[src/rtl/a3000_prog_pkg.sv]
// a3000_prog_pkg: opcodes, sequencer states and status bit positions for the flash programmer
package a3000_prog_pkg;
    localparam logic [7:0] OP_SET_ADDR = 8'h01;
    localparam logic [7:0] OP_WRITE    = 8'h02;
    localparam logic [7:0] OP_READ     = 8'h03;
    localparam logic [7:0] OP_CONTROL  = 8'h04;
    localparam logic [7:0] OP_CLR_ERR  = 8'h05;
    localparam int STAT_BUSY = 7;
    localparam int STAT_ERR  = 6;
    localparam int STAT_VERR = 5;
    localparam int STAT_ARC  = 1;
    localparam int STAT_PROG = 0;
    typedef enum logic [2:0] {ST_IDLE, ST_SETUP, ST_PULSE, ST_HOLD, ST_VERIFY} state_e;
endpackage

[src/rtl/a3000_spi_byte_slave.sv]
// a3000_spi_byte_slave: mode-0 SPI slave, synchronised to the system clock, byte-wide rx/tx
module a3000_spi_byte_slave (
    input  logic       clk_i,
    input  logic       rst_n_i,
    input  logic       sck_i,
    input  logic       mosi_i,
    input  logic       ss_i,
    input  logic [7:0] tx_byte_i,
    output logic [7:0] rx_byte_o,
    output logic       byte_valid_o,
    output logic       frame_start_o,
    output logic       frame_end_o,
    output logic       miso_o
);
    logic [2:0] sck_q, ss_q, bit_q;
    logic [1:0] mosi_q;
    logic [7:0] rx_q, tx_q;
    logic       load_q, miso_q, valid_q;
    logic       active, rise, fall;
    assign active        = ~ss_q[1];
    assign rise          = active & sck_q[1] & ~sck_q[2];
    assign fall          = active & ~sck_q[1] & sck_q[2];
    assign frame_start_o = ~ss_q[1] & ss_q[2];
    assign frame_end_o   = ss_q[1] & ~ss_q[2];
    assign rx_byte_o     = rx_q;
    assign byte_valid_o  = valid_q;
    assign miso_o        = miso_q;
    // While a byte load is pending, MISO follows tx_byte_i live so late read data still makes bit 7
    always_ff @(posedge clk_i) begin
        if (!rst_n_i) begin
            sck_q   <= '0;
            ss_q    <= '1;
            mosi_q  <= '0;
            bit_q   <= '0;
            rx_q    <= '0;
            tx_q    <= '0;
            load_q  <= 1'b0;
            miso_q  <= 1'b1;
            valid_q <= 1'b0;
        end else begin
            sck_q   <= {sck_q[1:0], sck_i};
            ss_q    <= {ss_q[1:0], ss_i};
            mosi_q  <= {mosi_q[0], mosi_i};
            valid_q <= rise && bit_q == 3'd7;
            miso_q  <= active ? (load_q ? tx_byte_i[7] : tx_q[7]) : 1'b1;
            if (frame_start_o) begin
                bit_q  <= '0;
                load_q <= 1'b1;
            end else if (rise) begin
                rx_q  <= {rx_q[6:0], mosi_q[1]};
                bit_q <= bit_q + 3'd1;
                if (load_q) begin
                    tx_q   <= tx_byte_i;
                    load_q <= 1'b0;
                end
            end else if (fall) begin
                if (bit_q == 3'd0) load_q <= 1'b1;
                else tx_q <= {tx_q[6:0], 1'b0};
            end
        end
    end
endmodule

[src/rtl/a3000_flash_programmer.sv]
// a3000_flash_programmer: SPI command decoder and flash bus sequencer; A3000_FLASH_VERIFY_EN adds write read-back verify
module a3000_flash_programmer
    import a3000_prog_pkg::*;
#(
    parameter int ADDR_W   = 22,
    parameter int WE_PULSE = 4,
    parameter int OE_PULSE = 6
) (
    input  logic              cpld_clock_osc,
    input  logic              cpld_nRESET,
    input  logic              cpld_SCK,
    input  logic              cpld_MOSI,
    input  logic              cpld_SS,
    output logic              cpld_MISO,
    output logic [ADDR_W-1:0] flash_A,
    output logic [31:0]       flash_D_out,
    output logic              flash_D_oe,
    input  logic [31:0]       flash_D_in,
    output logic              flash_nCE,
    output logic              flash_nOE,
    output logic              flash_nWE,
    output logic              prog_active,
    output logic              arc_reset_req
);
    state_e            state_q, state_d;
    logic [3:0]        cnt_q, cnt_d;
    logic              wr_q, wr_d, vfy_q, vfy_d;
    logic [31:0]       rdata_q, dout_q;
    logic [ADDR_W-1:0] addr_q, fa_q;
    logic [7:0]        op_q;
    logic [2:0]        idx_q;
    logic [23:0]       sh_q;
    logic              err_q, verr_q, pa_req_q, pa_q, arc_q, rd_ok_q;
    logic              busy, ok, start_wr, start_rd, last_pulse;
    logic [7:0]        rx_byte, tx_byte, status;
    logic              byte_valid, frame_start, frame_end;
    a3000_spi_byte_slave u_spi (
        .clk_i        (cpld_clock_osc),
        .rst_n_i      (cpld_nRESET),
        .sck_i        (cpld_SCK),
        .mosi_i       (cpld_MOSI),
        .ss_i         (cpld_SS),
        .tx_byte_i    (tx_byte),
        .rx_byte_o    (rx_byte),
        .byte_valid_o (byte_valid),
        .frame_start_o(frame_start),
        .frame_end_o  (frame_end),
        .miso_o       (cpld_MISO)
    );
    assign busy       = state_q != ST_IDLE;
    assign ok         = pa_q && !busy;
    assign last_pulse = state_q == ST_PULSE && cnt_q == 4'd0;
    assign start_rd   = byte_valid && idx_q == 3'd0 && rx_byte == OP_READ && ok;
    assign start_wr   = byte_valid && idx_q == 3'd4 && op_q == OP_WRITE && ok;
    assign status     = {busy, err_q, verr_q, 3'b000, arc_q, pa_q};
    assign tx_byte    = (op_q == OP_READ && idx_q != 3'd0 && idx_q <= 3'd4)
                      ? 8'(rdata_q >> (6'd32 - {idx_q, 3'b000})) : status;
    assign flash_A       = fa_q;
    assign flash_D_out   = dout_q;
    assign flash_D_oe    = wr_q && busy;
    assign flash_nCE     = !busy;
    assign flash_nWE     = !(state_q == ST_PULSE && wr_q);
    assign flash_nOE     = !(state_q == ST_PULSE && !wr_q);
    assign prog_active   = pa_q;
    assign arc_reset_req = arc_q;
    always_comb begin
        state_d = state_q;
        cnt_d   = cnt_q;
        wr_d    = wr_q;
        vfy_d   = vfy_q;
        case (state_q)
            ST_IDLE: if (start_wr || start_rd) begin
                state_d = ST_SETUP;
                wr_d    = start_wr;
                vfy_d   = 1'b0;
            end
            ST_SETUP, ST_VERIFY: begin
                state_d = ST_PULSE;
                cnt_d   = wr_q ? 4'(WE_PULSE - 1) : 4'(OE_PULSE - 1);
            end
            ST_PULSE: begin
                cnt_d   = cnt_q - 4'd1;
                state_d = cnt_q == 4'd0 ? ST_HOLD : ST_PULSE;
            end
`ifdef A3000_FLASH_VERIFY_EN
            ST_HOLD: begin
                state_d = wr_q ? ST_VERIFY : ST_IDLE;
                vfy_d   = wr_q;
                wr_d    = 1'b0;
            end
`else
            ST_HOLD: state_d = ST_IDLE;
`endif
            default: state_d = ST_IDLE;
        endcase
    end
    always_ff @(posedge cpld_clock_osc) begin
        if (!cpld_nRESET) begin
            state_q <= ST_IDLE;
            cnt_q   <= '0;
            wr_q    <= 1'b0;
            vfy_q   <= 1'b0;
            rdata_q <= '0;
        end else begin
            state_q <= state_d;
            cnt_q   <= cnt_d;
            wr_q    <= wr_d;
            vfy_q   <= vfy_d;
            rdata_q <= (last_pulse && !wr_q && !vfy_q) ? flash_D_in : rdata_q;
        end
    end
    // Command decoder: idx_q counts completed bytes in the current frame, saturating at 7
    always_ff @(posedge cpld_clock_osc) begin
        if (!cpld_nRESET) begin
            addr_q   <= '0;
            fa_q     <= '0;
            dout_q   <= '0;
            op_q     <= '0;
            idx_q    <= '0;
            sh_q     <= '0;
            err_q    <= 1'b0;
            verr_q   <= 1'b0;
            pa_req_q <= 1'b0;
            pa_q     <= 1'b0;
            arc_q    <= 1'b0;
            rd_ok_q  <= 1'b0;
        end else begin
            pa_q <= busy ? pa_q : pa_req_q;
            if (start_wr) begin
                fa_q   <= addr_q;
                dout_q <= {sh_q, rx_byte};
            end
            if (start_rd) fa_q <= addr_q;
`ifdef A3000_FLASH_VERIFY_EN
            if (last_pulse && vfy_q && flash_D_in != dout_q) verr_q <= 1'b1;
`endif
            if (frame_start || frame_end) begin
                idx_q <= '0;
            end else if (byte_valid) begin
                idx_q <= idx_q == 3'd7 ? idx_q : idx_q + 3'd1;
                sh_q  <= {sh_q[15:0], rx_byte};
                if (idx_q == 3'd0) begin
                    op_q    <= rx_byte;
                    rd_ok_q <= ok;
                    if (rx_byte == OP_CLR_ERR) begin
                        err_q  <= 1'b0;
                        verr_q <= 1'b0;
                    end else if ((rx_byte == OP_READ && !ok) || rx_byte == 8'h00 || rx_byte > OP_CLR_ERR) begin
                        err_q <= 1'b1;
                    end
                end else begin
                    if (op_q == OP_SET_ADDR && idx_q == 3'd3) addr_q <= ADDR_W'({sh_q[15:0], rx_byte});
                    if (op_q == OP_WRITE && idx_q == 3'd4) begin
                        if (ok) addr_q <= addr_q + ADDR_W'(1);
                        else err_q <= 1'b1;
                    end
                    if (op_q == OP_READ && idx_q == 3'd4 && rd_ok_q) addr_q <= addr_q + ADDR_W'(1);
                    if (op_q == OP_CONTROL && idx_q == 3'd1) begin
                        pa_req_q <= rx_byte[0];
                        arc_q    <= rx_byte[1];
                    end
                end
            end
        end
    end
endmodule
[config.mk]
export PLATFORM = sky130hd
export DESIGN_NAME = a3000_flash_programmer
export DESIGN_NICKNAME = d
export VERILOG_FILES = /design/src/rtl/a3000_prog_pkg.sv /design/src/rtl/a3000_spi_byte_slave.sv /design/src/rtl/a3000_flash_programmer.sv
export SDC_FILE = /design/constraint.sdc
export NUM_CORES = 1
export LEC_CHECK = 0
export ABC_AREA = 0
export CORE_UTILIZATION = 60
export DETAILED_ROUTE_END_ITERATION = 8
export PLACE_DENSITY = 0.88
export SYNTH_ARGS = -nofsm -noshare
export SYNTH_HDL_FRONTEND = slang
export SYNTH_SLANG_ARGS = --single-unit
[constraint.sdc]
create_clock -name cpld_clock_osc -period 4.3 [get_ports cpld_clock_osc]
set_input_delay 0.43 -clock cpld_clock_osc [delete_from_list [all_inputs] [get_ports cpld_clock_osc]]
set_output_delay 0.43 -clock cpld_clock_osc [all_outputs]
set_load 0.005 [all_outputs]
==> impl_results.md <==
- Status: completed
- Largest delay contributor family on the critical path: simple AND/OR/NAND/NOR gates
- CP cell instances: buf_4 -> inv_1 -> ha_1 -> ha_1 -> or4b_4 -> nor4_4 -> a31oi_4 -> buf_4 -> or3b_1 -> a31oi_1
- Clock Sinks: 185
- Share of cells above drive strength 1: 6.70%
- Most common cell after layout, fill and taps aside: nand2_1
- Final clock skew: 0.0104 ns
- Mean area per synthesized cell: 8.56 um2
- Part of the power in registers: 51.2%
- Die X: 118 um
- Final #Nets: 1057
- Via density per instance: 5.89
- Wire length per cell: 16.3 um
- Largest cells by area after synthesis: dfxtp_1 (46%), nand2_1 (11%), a21oi_1 (5.3%)
- PortBufs: 97
- Final setup viols: 0
- Worst setup EP type: register
- Reg-to-Reg End: state_q[0]$_SDFFE_PN0P_
- Initial Util: 62.5%
- Largest net degree at the start of global routing: 73
- Total CTS buffers: 17
- Met1 WL: 8890 um
- WL met2: 8760 um
- Mapped Nets: 996
- Max Buffers Root-to-Sink: 2
- EDFF count, synth: 0
- Most frequent cells in the layout: nand2_1 (237), dfxtp_1 (185), clkdlybuf4s50_1 (96), a21oi_1 (85), a21boi_0 (55)
- Ys Warns: 0
- Period utilization: 64.5%
- CP startpoint kind: register
- Vias in the first global route: 6428
- Tmin final: 2.77 ns
- Max layer used: met4
- Overall die area: 13900 um2
- Slew HR: 32.9%
- GPL Wtd Cong: 0.915
- FF-to-FF setup slack: 1.53 ns
- GRT Util Overall: 28.4%
- CP max-delay cell: or4b_4
- Mapped Area: 8050 um2
- H-tree depth: 4
- Root Buffer: clkbuf_16
- Asr flop ratio synth: 0%
- Fin. max-slew vios: 0
- Final Hold Violating Endpoints: 0
- Leading area contributor after synthesis: dfxtp_1
- GR Overflow Total: 0
- Boundary pin count: 98
- WP data arrival: 3.12 ns
- Power Dens Cells: 348 nW/um2
- Syn-to-layout area delta: 20.1%
- Ys flop type: dfxtp_1
- Vias: 6997
- Reg clk slew, reported paths: 0.07 ns
- CP startpoint: idx_q[0]$_SDFFE_PP0P_
- Pwr Total: 3360 uW
- RSZ-0062 raised after global routing: false
- Max-cap violations: 0
- Buf/Inv on CP: 3
- Critical Path Fanout Max: 26
- Crit path kind: reg2reg
- Hold Crit Class: reg2reg
- CORE AREA: 12900 um2
- N_diodes: 0
- Initial drt markers: 703
- Maximum vdd drop: 0.262 mV
- Post-cts resize count: 0
- Post-route setup TNS: 0 ns
- CP required: 4.65 ns
- Mapped Cells: 941
- Leakage: 0.00338 uW
- First-pass GRT wire length: 31700 um
- Final ANT Viol Nets: 0
- Skew-Pair Late Insertion Delay: 0.44 ns
- DP HPWL: 12400 um
- Chip Height: 118 um
- Met3 Wirelength: 1280 um
- Switching power: 697 uW
- Synth Register Bits: 185
- Worst Setup EP: state_q[0]$_SDFFE_PN0P_
- # rows: 41
- Initial antenna violation count: 0
- Hold_buf cts: 0
- Critical R2R Launch: idx_q[0]$_SDFFE_PP0P_
- Worst slew pin tran: 1.00 ns
- Drt pass-1 iters: 5
- Total length of routed wires: 19300 um
- TritonCTS clock tree: yes
- Max Clock Freq: 361 MHz
- Delay of the slowest critical-path stage: 0.51 ns
- Area share of the largest cell type after synthesis: 46.0%
- Synth cell types: 61
- Clock share of power: 46.5%
- Seq/Total Area, Yosys: 46.0%
- Switching share of power: 20.7%
- Logic pwr share: 2.4%
- Cell internal pwr: 2670 uW
- CP Depth: 10
- Reg2Reg Depth: 10
- Number of setup buffers added after CTS: 0
- DRC viols: 0
## synth_stat cells, types with 13 or more instances
cell type  number
nor2b_1        32
a21boi_0       55
dfxtp_1       185
nand2b_1       13
ha_1           18
mux2i_1        27
a21oi_1        85
nand2_1       237
clkbuf_1       61
o21ai_0        19
nor2_1         29
inv_1          16
## cell type report
type / count / area, um2
fillers: 892 / 3200
repair buffers: 108 / 1050
multi-input cells: 673 / 4050
clock inverters: 10 / 116
inverters: 17 / 63.8
flip-flops and latches: 185 / 3700
clock buffers: 22 / 474
well taps: 172 / 215
## power by group through the flow
stage,Combinational [uW],Clock [uW],Sequential (uW)
global placement,78.9,0,1760
finish,79.9,1560,1720
floorplan,38.3,0,1760
CTS,79.5,1570,1720
global route,86.0,1640,1720
detailed placement,79.1,0,1760
## per-stage QoR
step / worst slack, ns / area [um2] / cells / hold slack [ns] / utilization [%]
6_report: 1.53 / 9670 / 1187 / 0.420 / 75.1
5_1_grt: 1.27 / 9670 / 1187 / 0.450 / 75.1
4_1_cts: 1.53 / 9670 / 1187 / 0.423 / 75.1
3_5_place_dp: 1.54 / 9080 / 1155 / 0.401 / 70.5
3_3_place_gp: 1.64 / 9080 / 1155 / 0.401 / 70.5
2_1_floorplan: 1.56 / 8050 / 941 / 0.386 / -
## worst min-delay path by stage
stage / startpoint / end / slack (ns) / depth (start not counted)
2_1_floorplan: u_spi.ss_q[0]$_SDFF_PN1_ / u_spi.ss_q[1]$_SDFF_PN1_ / 0.39 / 1
3_3_place_gp: u_spi.ss_q[0]$_SDFF_PN1_ / u_spi.ss_q[1]$_SDFF_PN1_ / 0.40 / 1
3_5_place_dp: u_spi.ss_q[0]$_SDFF_PN1_ / u_spi.ss_q[1]$_SDFF_PN1_ / 0.40 / 1
4_1_cts: u_spi.ss_q[0]$_SDFF_PN1_ / u_spi.ss_q[1]$_SDFF_PN1_ / 0.42 / 1
5_1_grt: u_spi.sck_q[0]$_SDFF_PN0_ / u_spi.sck_q[1]$_SDFF_PN0_ / 0.45 / 1
6_report: u_spi.ss_q[0]$_SDFF_PN1_ / u_spi.ss_q[1]$_SDFF_PN1_ / 0.42 / 1
## flip-flops by register name (all words and copies together) (netlist names)
register and count:
rd_ok_q 1, cnt_q 4, op_q 8, addr_q 22, err_q 1, state_q 2
u_spi.rx_byte_o 8, prog_active 1, rdata_q 32, u_spi.miso_o 1, arc_reset_req 1, u_spi.sck_q 3
u_spi.mosi_q 2, idx_q 3, flash_A 22, u_spi.bit_q 3, sh_q 24, pa_req_q 1
u_spi.ss_q 3, u_spi.load_q 1, u_spi.tx_q 8, u_spi.byte_valid_o 1, wr_q 1, flash_D_out 32
## per-layer routing
| metal | GRT usage [%] | up-vias |
|---|---|---|
| met5 | 0 | - |
| met3 | 5.23 | 38 |
| li1 | - | 3388 |
| met2 | 43.1 | 275 |
| met4 | 11.6 | 0 |
| met1 | 39.6 | 3296 |
## cells by family after synthesis
| group | count (synthesis) | share of synthesized area [%] |
|---|---|---|
| flip-flops | 185 | 46.0 |
| AO/OA/AOI/OAI | 226 | 18.7 |
| buffers and inverters | 83 | 3.93 |
| multiplexers | 35 | 5.59 |
| XOR/XNOR | 2 | 0.218 |
| adder cells (fa/ha/maj) | 18 | 2.80 |
| AND/OR/NAND/NOR | 392 | 22.8 |
No activity file was read; power rests on OpenSTA's default activity.
